[config.mk]
export PLATFORM = sky130hd
export DESIGN_NAME = mem_access_ctrl
export DESIGN_NICKNAME = d
export VERILOG_FILES = /design/src/rtl/mem_access_ctrl.sv
export SDC_FILE = /design/constraint.sdc
export NUM_CORES = 1
export LEC_CHECK = 0
export ABC_AREA = 1
export CORE_MARGIN = 2
export CORE_UTILIZATION = 45
export CTS_BUF_LIST = sky130_fd_sc_hd__clkbuf_16
export DETAILED_ROUTE_END_ITERATION = 10
export GPL_TIMING_DRIVEN = 0
export PLACE_DENSITY = 0.81
export SLEW_MARGIN = 40
export SYNTH_ARGS = -nofsm -noshare
export SYNTH_HDL_FRONTEND = slang
export SYNTH_SLANG_ARGS = --single-unit
[constraint.sdc]
create_clock -name clk -period 1.85 [get_ports clk]
set_input_delay 0.185 -clock clk [delete_from_list [all_inputs] [get_ports clk]]
set_output_delay 0.185 -clock clk [all_outputs]
set_load 0.01 [all_outputs]
[src/rtl/mem_access_ctrl.sv]
// Load/store initiator for data_ram: one op per 3 cycles (IDLE/ACCESS/DONE), faults complete in 2.
// ready_o is the only backpressure; flush_i aborts any state without a done_o pulse.
module mem_access_ctrl (
  input  logic        clk,
  input  logic        rst,
  input  logic        req_i,
  input  logic [3:0]  op_i,
  input  logic [31:0] addr_i,
  input  logic [31:0] wdata_i,
  input  logic        flush_i,
  output logic        ready_o,
  output logic        done_o,
  output logic [31:0] rdata_o,
  output logic        misalign_o,
  output logic [31:0] bad_addr_o,
  output logic        llbit_o,
  output logic        mem_ce_o,
  output logic        mem_we_o,
  output logic [31:0] mem_addr_o,
  output logic [3:0]  mem_sel_o,
  output logic [31:0] mem_data_o,
  input  logic [31:0] mem_data_i
);
  localparam logic [3:0] OP_LB = 4'd0, OP_LBU = 4'd1, OP_LH = 4'd2, OP_LHU = 4'd3, OP_LW = 4'd4;
  localparam logic [3:0] OP_SB = 4'd5, OP_SH = 4'd6, OP_SW = 4'd7, OP_LL = 4'd8, OP_SC = 4'd9;

  typedef enum logic [1:0] {IDLE, ACCESS, DONE} state_e;

  state_e      state_q, state_d;
  logic [3:0]  op_q, op_d, sel_q, sel_d;
  logic [31:0] addr_q, addr_d, wdata_q, wdata_d;
  logic [31:0] rdata_q, rdata_d, bad_addr_q, bad_addr_d;
  logic        misalign_q, misalign_d, llbit_q, llbit_d;

  logic        is_byte, is_half, is_word, legal, fault, store_q, access;
  logic [3:0]  sel_in;
  logic [31:0] wdata_in, load_val;
  logic [7:0]  byte_lane;
  logic [15:0] half_lane;

  always_comb begin
    is_byte = op_i inside {OP_LB, OP_LBU, OP_SB};
    is_half = op_i inside {OP_LH, OP_LHU, OP_SH};
    is_word = op_i inside {OP_LW, OP_SW, OP_LL, OP_SC};
    legal   = op_i <= OP_SC;
    fault   = (is_half & addr_i[0]) | (is_word & (addr_i[1:0] != 2'b00));

    sel_in = 4'b0000;
    if (is_byte)      sel_in = 4'b1000 >> addr_i[1:0];
    else if (is_half) sel_in = addr_i[1] ? 4'b0011 : 4'b1100;
    else if (is_word) sel_in = 4'b1111;

    case (op_i)
      OP_SB:   wdata_in = {4{wdata_i[7:0]}};
      OP_SH:   wdata_in = {2{wdata_i[15:0]}};
      default: wdata_in = wdata_i;
    endcase

    // Big-endian: byte offset 0 lives in data[31:24]
    case (addr_q[1:0])
      2'd0:    byte_lane = mem_data_i[31:24];
      2'd1:    byte_lane = mem_data_i[23:16];
      2'd2:    byte_lane = mem_data_i[15:8];
      default: byte_lane = mem_data_i[7:0];
    endcase
    half_lane = addr_q[1] ? mem_data_i[15:0] : mem_data_i[31:16];

    case (op_q)
      OP_LB:   load_val = {{24{byte_lane[7]}}, byte_lane};
      OP_LBU:  load_val = {24'd0, byte_lane};
      OP_LH:   load_val = {{16{half_lane[15]}}, half_lane};
      OP_LHU:  load_val = {16'd0, half_lane};
      default: load_val = mem_data_i;
    endcase
    store_q = op_q inside {OP_SB, OP_SH, OP_SW, OP_SC};

    state_d    = state_q;
    op_d       = op_q;
    sel_d      = sel_q;
    addr_d     = addr_q;
    wdata_d    = wdata_q;
    rdata_d    = rdata_q;
    misalign_d = misalign_q;
    bad_addr_d = bad_addr_q;
    llbit_d    = llbit_q;

    if (flush_i) begin
      state_d    = IDLE;
      llbit_d    = 1'b0;
      rdata_d    = '0;
      misalign_d = 1'b0;
      bad_addr_d = '0;
    end else begin
      case (state_q)
        IDLE: if (req_i) begin
          op_d    = op_i;
          addr_d  = addr_i;
          sel_d   = sel_in;
          wdata_d = wdata_in;
          if (!legal || fault || (op_i == OP_SC && !llbit_q)) begin
            state_d    = DONE;
            rdata_d    = '0;
            misalign_d = legal & fault;
            bad_addr_d = (legal & fault) ? addr_i : '0;
            // A failed SC still consumes the link; a misaligned one never got that far
            if (legal && !fault && op_i == OP_SC) llbit_d = 1'b0;
          end else begin
            state_d = ACCESS;
          end
        end
        ACCESS: begin
          state_d    = DONE;
          misalign_d = 1'b0;
          bad_addr_d = '0;
          if (op_q == OP_SC)   rdata_d = 32'd1;
          else if (store_q)    rdata_d = '0;
          else                 rdata_d = load_val;
          if (op_q == OP_LL)   llbit_d = 1'b1;
          if (op_q == OP_SC)   llbit_d = 1'b0;
        end
        default: state_d = IDLE;
      endcase
    end
  end

  always_ff @(posedge clk) begin
    if (rst) begin
      state_q    <= IDLE;
      op_q       <= '0;
      sel_q      <= '0;
      addr_q     <= '0;
      wdata_q    <= '0;
      rdata_q    <= '0;
      misalign_q <= 1'b0;
      bad_addr_q <= '0;
      llbit_q    <= 1'b0;
    end else begin
      state_q    <= state_d;
      op_q       <= op_d;
      sel_q      <= sel_d;
      addr_q     <= addr_d;
      wdata_q    <= wdata_d;
      rdata_q    <= rdata_d;
      misalign_q <= misalign_d;
      bad_addr_q <= bad_addr_d;
      llbit_q    <= llbit_d;
    end
  end

  // ce is gated combinationally so a flush in ACCESS blocks the write on the same edge
  assign access     = (state_q == ACCESS);
  assign mem_ce_o   = access & ~flush_i;
  assign mem_we_o   = mem_ce_o & store_q;
  assign mem_addr_o = access ? {addr_q[31:2], 2'b00} : '0;
  assign mem_sel_o  = access ? sel_q : '0;
  assign mem_data_o = (access && store_q) ? wdata_q : '0;

  assign ready_o    = (state_q == IDLE);
  assign done_o     = (state_q == DONE);
  assign rdata_o    = rdata_q;
  assign misalign_o = misalign_q;
  assign bad_addr_o = bad_addr_q;
  assign llbit_o    = llbit_q;
endmodule

==> After elaboration in Yosys (flattened, before gate mapping) <==
Index checks and enable logic that the tools add are counted.
W data, S select, Z words.
{ "word_totals": {"reg_bits": 140, "inputBits": 104, "wordCells": 98, "out_inout_bits": 138} }
{ "classes": {"order_cmp": 1, "n_reduce_logical": 23, "n_shift": 1, "bitwise": 7, "eq_ne": 25, "n_mux": 32} }
{ "ops": {"columns": ["cell", "n"], "rows": [
  ["$mux W32", 9],
  ["$pmux W32 S2", 3],
  ["$pmux W32 S4", 1],
  ["$eq A4 B3 Y1 const B", 7],
  ["$pmux W8 S3", 1],
  ["$mux W4", 5],
  ["$eq A4 B2 Y1 const B", 4],
  ["$eq A4 B4 Y1 const B", 4],
  ["$mux W16", 1],
  ["$eq A4 B1 Y1 const B", 2],
  ["$logic_not A4 Y1", 2],
  ["$reduce_bool A4 Y1", 2],
  ["$mux W1", 7],
  ["$reduce_and A3 Y1", 2],
  ["$reduce_bool A3 Y1", 2],
  ["$and A1 B1 Y1", 5],
  ["$reduce_and A5 Y1", 1],
  ["$eq A2 B1 Y1 const B", 2],
  ["$eq A2 B2 Y1 const B", 2],
  ["$le A4 B4 Y1 const B", 1],
  ["$logic_and A1 B1 Y1", 4],
  ["$logic_not A2 Y1", 2],
  ["$mux W2", 2],
  ["$ne A2 B1 Y1 const B", 2],
  ["other kinds (11)", 16]
]} }

==> Depth between registers and ports, before layout <==
{ "logic_depth": {"ltp_word": 11, "mapped_depth": 12, "depth_no_buf": 12} }

==> Least setup slack after synthesis <==
No wires, ideal clock.
{ "synth_path": {"path_kind": "reg-to-output", "from": "register op_q[1]", "to": "output port mem_data_o[10]", "path_slack_ns": 0.345, "stages_incl_launch_ff": 7, "n_path_buf": 1, "required_ns": 1.665, "arrival_ns": 1.320, "cell_sequence": "dfxtp_1 -> inv_1 -> nand4_1 -> o21ai_1 -> nand2_1 -> clkbuf_1 -> nor2_1"} }
{ "synth_between": {"elab_chain_len": 4, "word_cells_on_any_way": 7, "classes_between": "4 x eq/ne; 1 x mux; 2 x reduce/logical"} }
{ "synth_lines": {"columns": ["element", "line_no", "rtl"], "rows": [
  ["start, declared", "30", "logic [3:0] op_q, op_d, sel_q, sel_d;"],
  ["start signal, assigned", "139", "op_q <= op_d;"],
  ["$eq A4 B3 Y1 or $eq A4 B4 Y1 (tied branches)", "75", "store_q = op_q inside {OP_SB, OP_SH, OP_SW, OP_SC};"],
  ["$reduce_bool A4 Y1 (*)", "75", null],
  ["$logic_and A1 B1 Y1 (*)", "156", "assign mem_data_o = (access && store_q) ? wdata_q : '0;"],
  ["$mux W32 (*)", "156", null],
  ["end, declared", "21", "output logic [31:0] mem_data_o,"]
]} }
Every way passes the cells marked *; elsewhere a longest branch is shown, timed or not.

==> Final worst setup path <==
{ "layout_path": {"from": "register state_q[0]", "to": "output port mem_sel_o[2]"} }
{ "layout_between": {"elab_chain_len": 2} }
{ "layout_lines": {"columns": ["element", "line_no", "rtl"], "rows": [
  ["start, declared", "29", "state_e state_q, state_d;"],
  ["start signal, assigned", "138", "state_q <= state_d;"],
  ["$eq A2 B1 Y1", "151", "assign access = (state_q == ACCESS);"],
  ["$mux W4", "155", "assign mem_sel_o = access ? sel_q : '0;"],
  ["end, declared", "20", "output logic [3:0] mem_sel_o,"]
]} }
No other way between the ends.

==> impl_metrics.tcl <==
set metrics [dict create \
    hold_depth 3 \
    grt_pass1_vias 6883 \
    fin_ws_ns -0.0665 \
    p_leak_nw 4.06 \
    grt_pass1_wl_mm 36.3 \
    max_freq_mhz 522 \
    dpl_cell_area_mm2 0.00929 \
    status "complete, but fails checks" \
    setup_viol 28 \
    track_usage_pct 28.7 \
    yosysTopAreaCell "dfxtp_1" \
    cts_tree "yes" \
    hpwl_mm 17.3 \
    hold_violations 0 \
    ys_seq_elements 140 \
    reg2reg_from "state_q[0]" \
    routedWlPerCell_um 16.7 \
    cts_buffers 17 \
    netlist_area_mm2 0.00667 \
    ys_seq_area_share_pct 42.0 \
    ctsRootBufferMaster "clkbuf_16" \
    synth_top_cells_by_count "nand2_1, dfxtp_1, a21oi_1" \
    hp-class "in2reg" \
    grt-ovfl-total 0 \
    synthCells 960 \
    layout_min_cycle_time_ns 1.92 \
    drt_iter0_drc 700 \
    failed_checks "setup timing" \
    synth_area_leaders "dfxtp_1, nand2_1, a21oi_1" \
    grt_max_degree 17 \
    dr_total_vias 7679 \
    cp.arrival_ns 1.73 \
    die_h_um 126 \
    crit_required_ns 1.66 \
    synth.top_cell.area_share_pct 42.0 \
    synth_edf_count 0 \
    r2r-end "rdata_o[6]" \
    numPortBuffers 239 \
    start_util_pct 46.0 \
    cp_max_fo 9 \
    cts_sinks 140 \
    rrSetupSlack_ns -0.03 \
    min_from "op_i[1]" \
    reg2reg_depth 11 \
    fin_crit_sh_pct 104 \
    worst_clock_skew_ns 0.00963 \
    core_mm2 0.0145 \
    startpoint_type "register" \
    antenna_found_initial 1 \
    vias_per_cell 5.31 \
    yosysUniqueCellTypes 33 \
    synth.most_common_cell "nand2_1" \
    fin_cells 1445 \
    avgSynthCellArea_um2 6.94 \
    num_rows 44 \
    pre_cts_slack_ns -0.465 \
    antenna_left 0 \
    cts-htree-levels 4 \
    drt-pass1-iter-count 5 \
    routed_wirelength_mm 24.1 \
    area_growth_pct 51.0 \
    clock_latency_ns 0.42 \
    min_to "op_q[1]" \
    design_area_mm2 0.0101 \
    fin_nets 1353 \
    cap_violations 0 \
    cts.path.max_buffers 2 \
    ios 242 \
    clk_pin_slew_ns 0.06 \
    worstSetupEndpointType "output port" \
    globalplace.congestion 0.936 \
    dieArea_mm2 0.0158 \
    power_density_mw_per_mm2 766 \
    drc_errors 0 \
    ys_async_sr_fraction_pct 0 \
    synth_ff_type "dfxtp_1" \
    ir_drop_uv 588 \
    path_class "reg2out" \
    worstMarginPinSlew_ns 0.552 \
    rsz0062_at_grt "yes" \
    placed_cells 1384 \
    drive_gt1_share_pct 18.7 \
    drv_slew 0 \
    die_w_um 126 \
    yosys_warnings 0 \
    slew-limit-headroom_pct 63.2 \
]
## layout by cell type (no fill, tap or decap), types with 4 or more instances in the layout
master,count
nand4_1,4
buf_6,17
o211ai_2,6
nor2_2,19
clkinv_4,4
inv_2,10
clkbuf_2,14
dfxtp_1,134
nor2_1,100
clkbuf_1,22
nor2_4,8
clkbuf_16,20
inv_1,104
a21oi_1,134
buf_2,62
a211oi_2,8
buf_8,5
nand2_1,185
a31oi_1,4
o21ai_0,100
o211ai_1,33
nand3_1,22
buf_4,30
nand2_2,4
clkdlybuf4s50_1,170
## area by class of cell
class	instances	area [um^2]
Fill cell	1253	4420
Inverter	117	453
Timing Repair Buffer	269	2390
Sequential cell	140	2820
Tap cell	184	230
Antenna cell	1	2.50
Clock inverter	13	105
Buffer	61	417
Multi-Input combinational cell	643	3220
Clock buffer	17	425
## worst max-delay path, cell delays in order, from the launching register on
cell and delay [ns]:
dfxtp_4 0.37, inv_2 0.07, nor2_4 0.16, clkinv_4 0.14, buf_4 0.17, clkbuf_16 0.14
nor2_1 0.09, buf_2 0.16
## cell families after synthesis
| family | count (synthesis) | synth area share (%) |
|---|---|---|
| compound gates | 294 | 25.2 |
| other cells | 1 | 0.0563 |
| buf+inv | 178 | 11.5 |
| simple gates | 347 | 21.2 |
| flops | 140 | 42.0 |
## metal layers
layer	global-route usage, %	routed length (um)
met3	5.65	1820
met4	9.28	654
met1	37.5	9980
met2	47.9	11700
met5	0	0
## sequential cells by signal, indices dropped and copies added (netlist names)
name	flops
llbit_o	1
misalign_o	1
rdata_o	32
state_q	2
bad_addr_o	32
wdata_q	32
op_q	4
sel_q	4
addr_q	32
## power by group
group          switching (W)  total (W)  internal, W
registers          0.0000696    0.00322      0.00316
clock network        0.00130    0.00311      0.00181
logic               0.000793    0.00137     0.000575
total                0.00216    0.00770      0.00554
## repair_timing
action / 4_1_cts / 5_1_grt
endpoints found under the setup margin: 72 / 123
hold buffers: 0 / 0
gates cloned: 1 / 4
resized for setup: 240 / 128
pin swaps: 4 / 5
setup buffers: 11 / 15
## how the worst max path moves through the flow
stage / endpoint / slack, ns / cells after the start / from
after detailed placement: mem_data_o[21] / -0.47 / 7 / op_q[1]
after global routing: mem_data_o[29] / -0.14 / 8 / op_q[2]
after floorplan: mem_data_o[10] / 0.35 / 6 / op_q[1]
after CTS: mem_data_o[24] / -0.09 / 8 / state_q[0]
after global placement: mem_data_o[24] / -0.47 / 7 / op_q[1]
final: mem_sel_o[2] / -0.07 / 7 / state_q[0]
## stage by stage
step | total power (W) | utilization, % | TNS, ns | hold slack [ns]
floorplan | 0.00398 | - | 0 | 0.264
global placement | 0.00452 | 64.2 | -38.09 | 0.438
detailed placement | 0.00454 | 64.2 | -41.66 | 0.443
CTS | 0.00763 | 67.9 | -1.14 | 0.343
global route | 0.00801 | 69.5 | -4.73 | 0.164
finish | 0.00770 | 69.5 | -1.07 | 0.154
No activity file was read; power rests on OpenSTA's default activity.
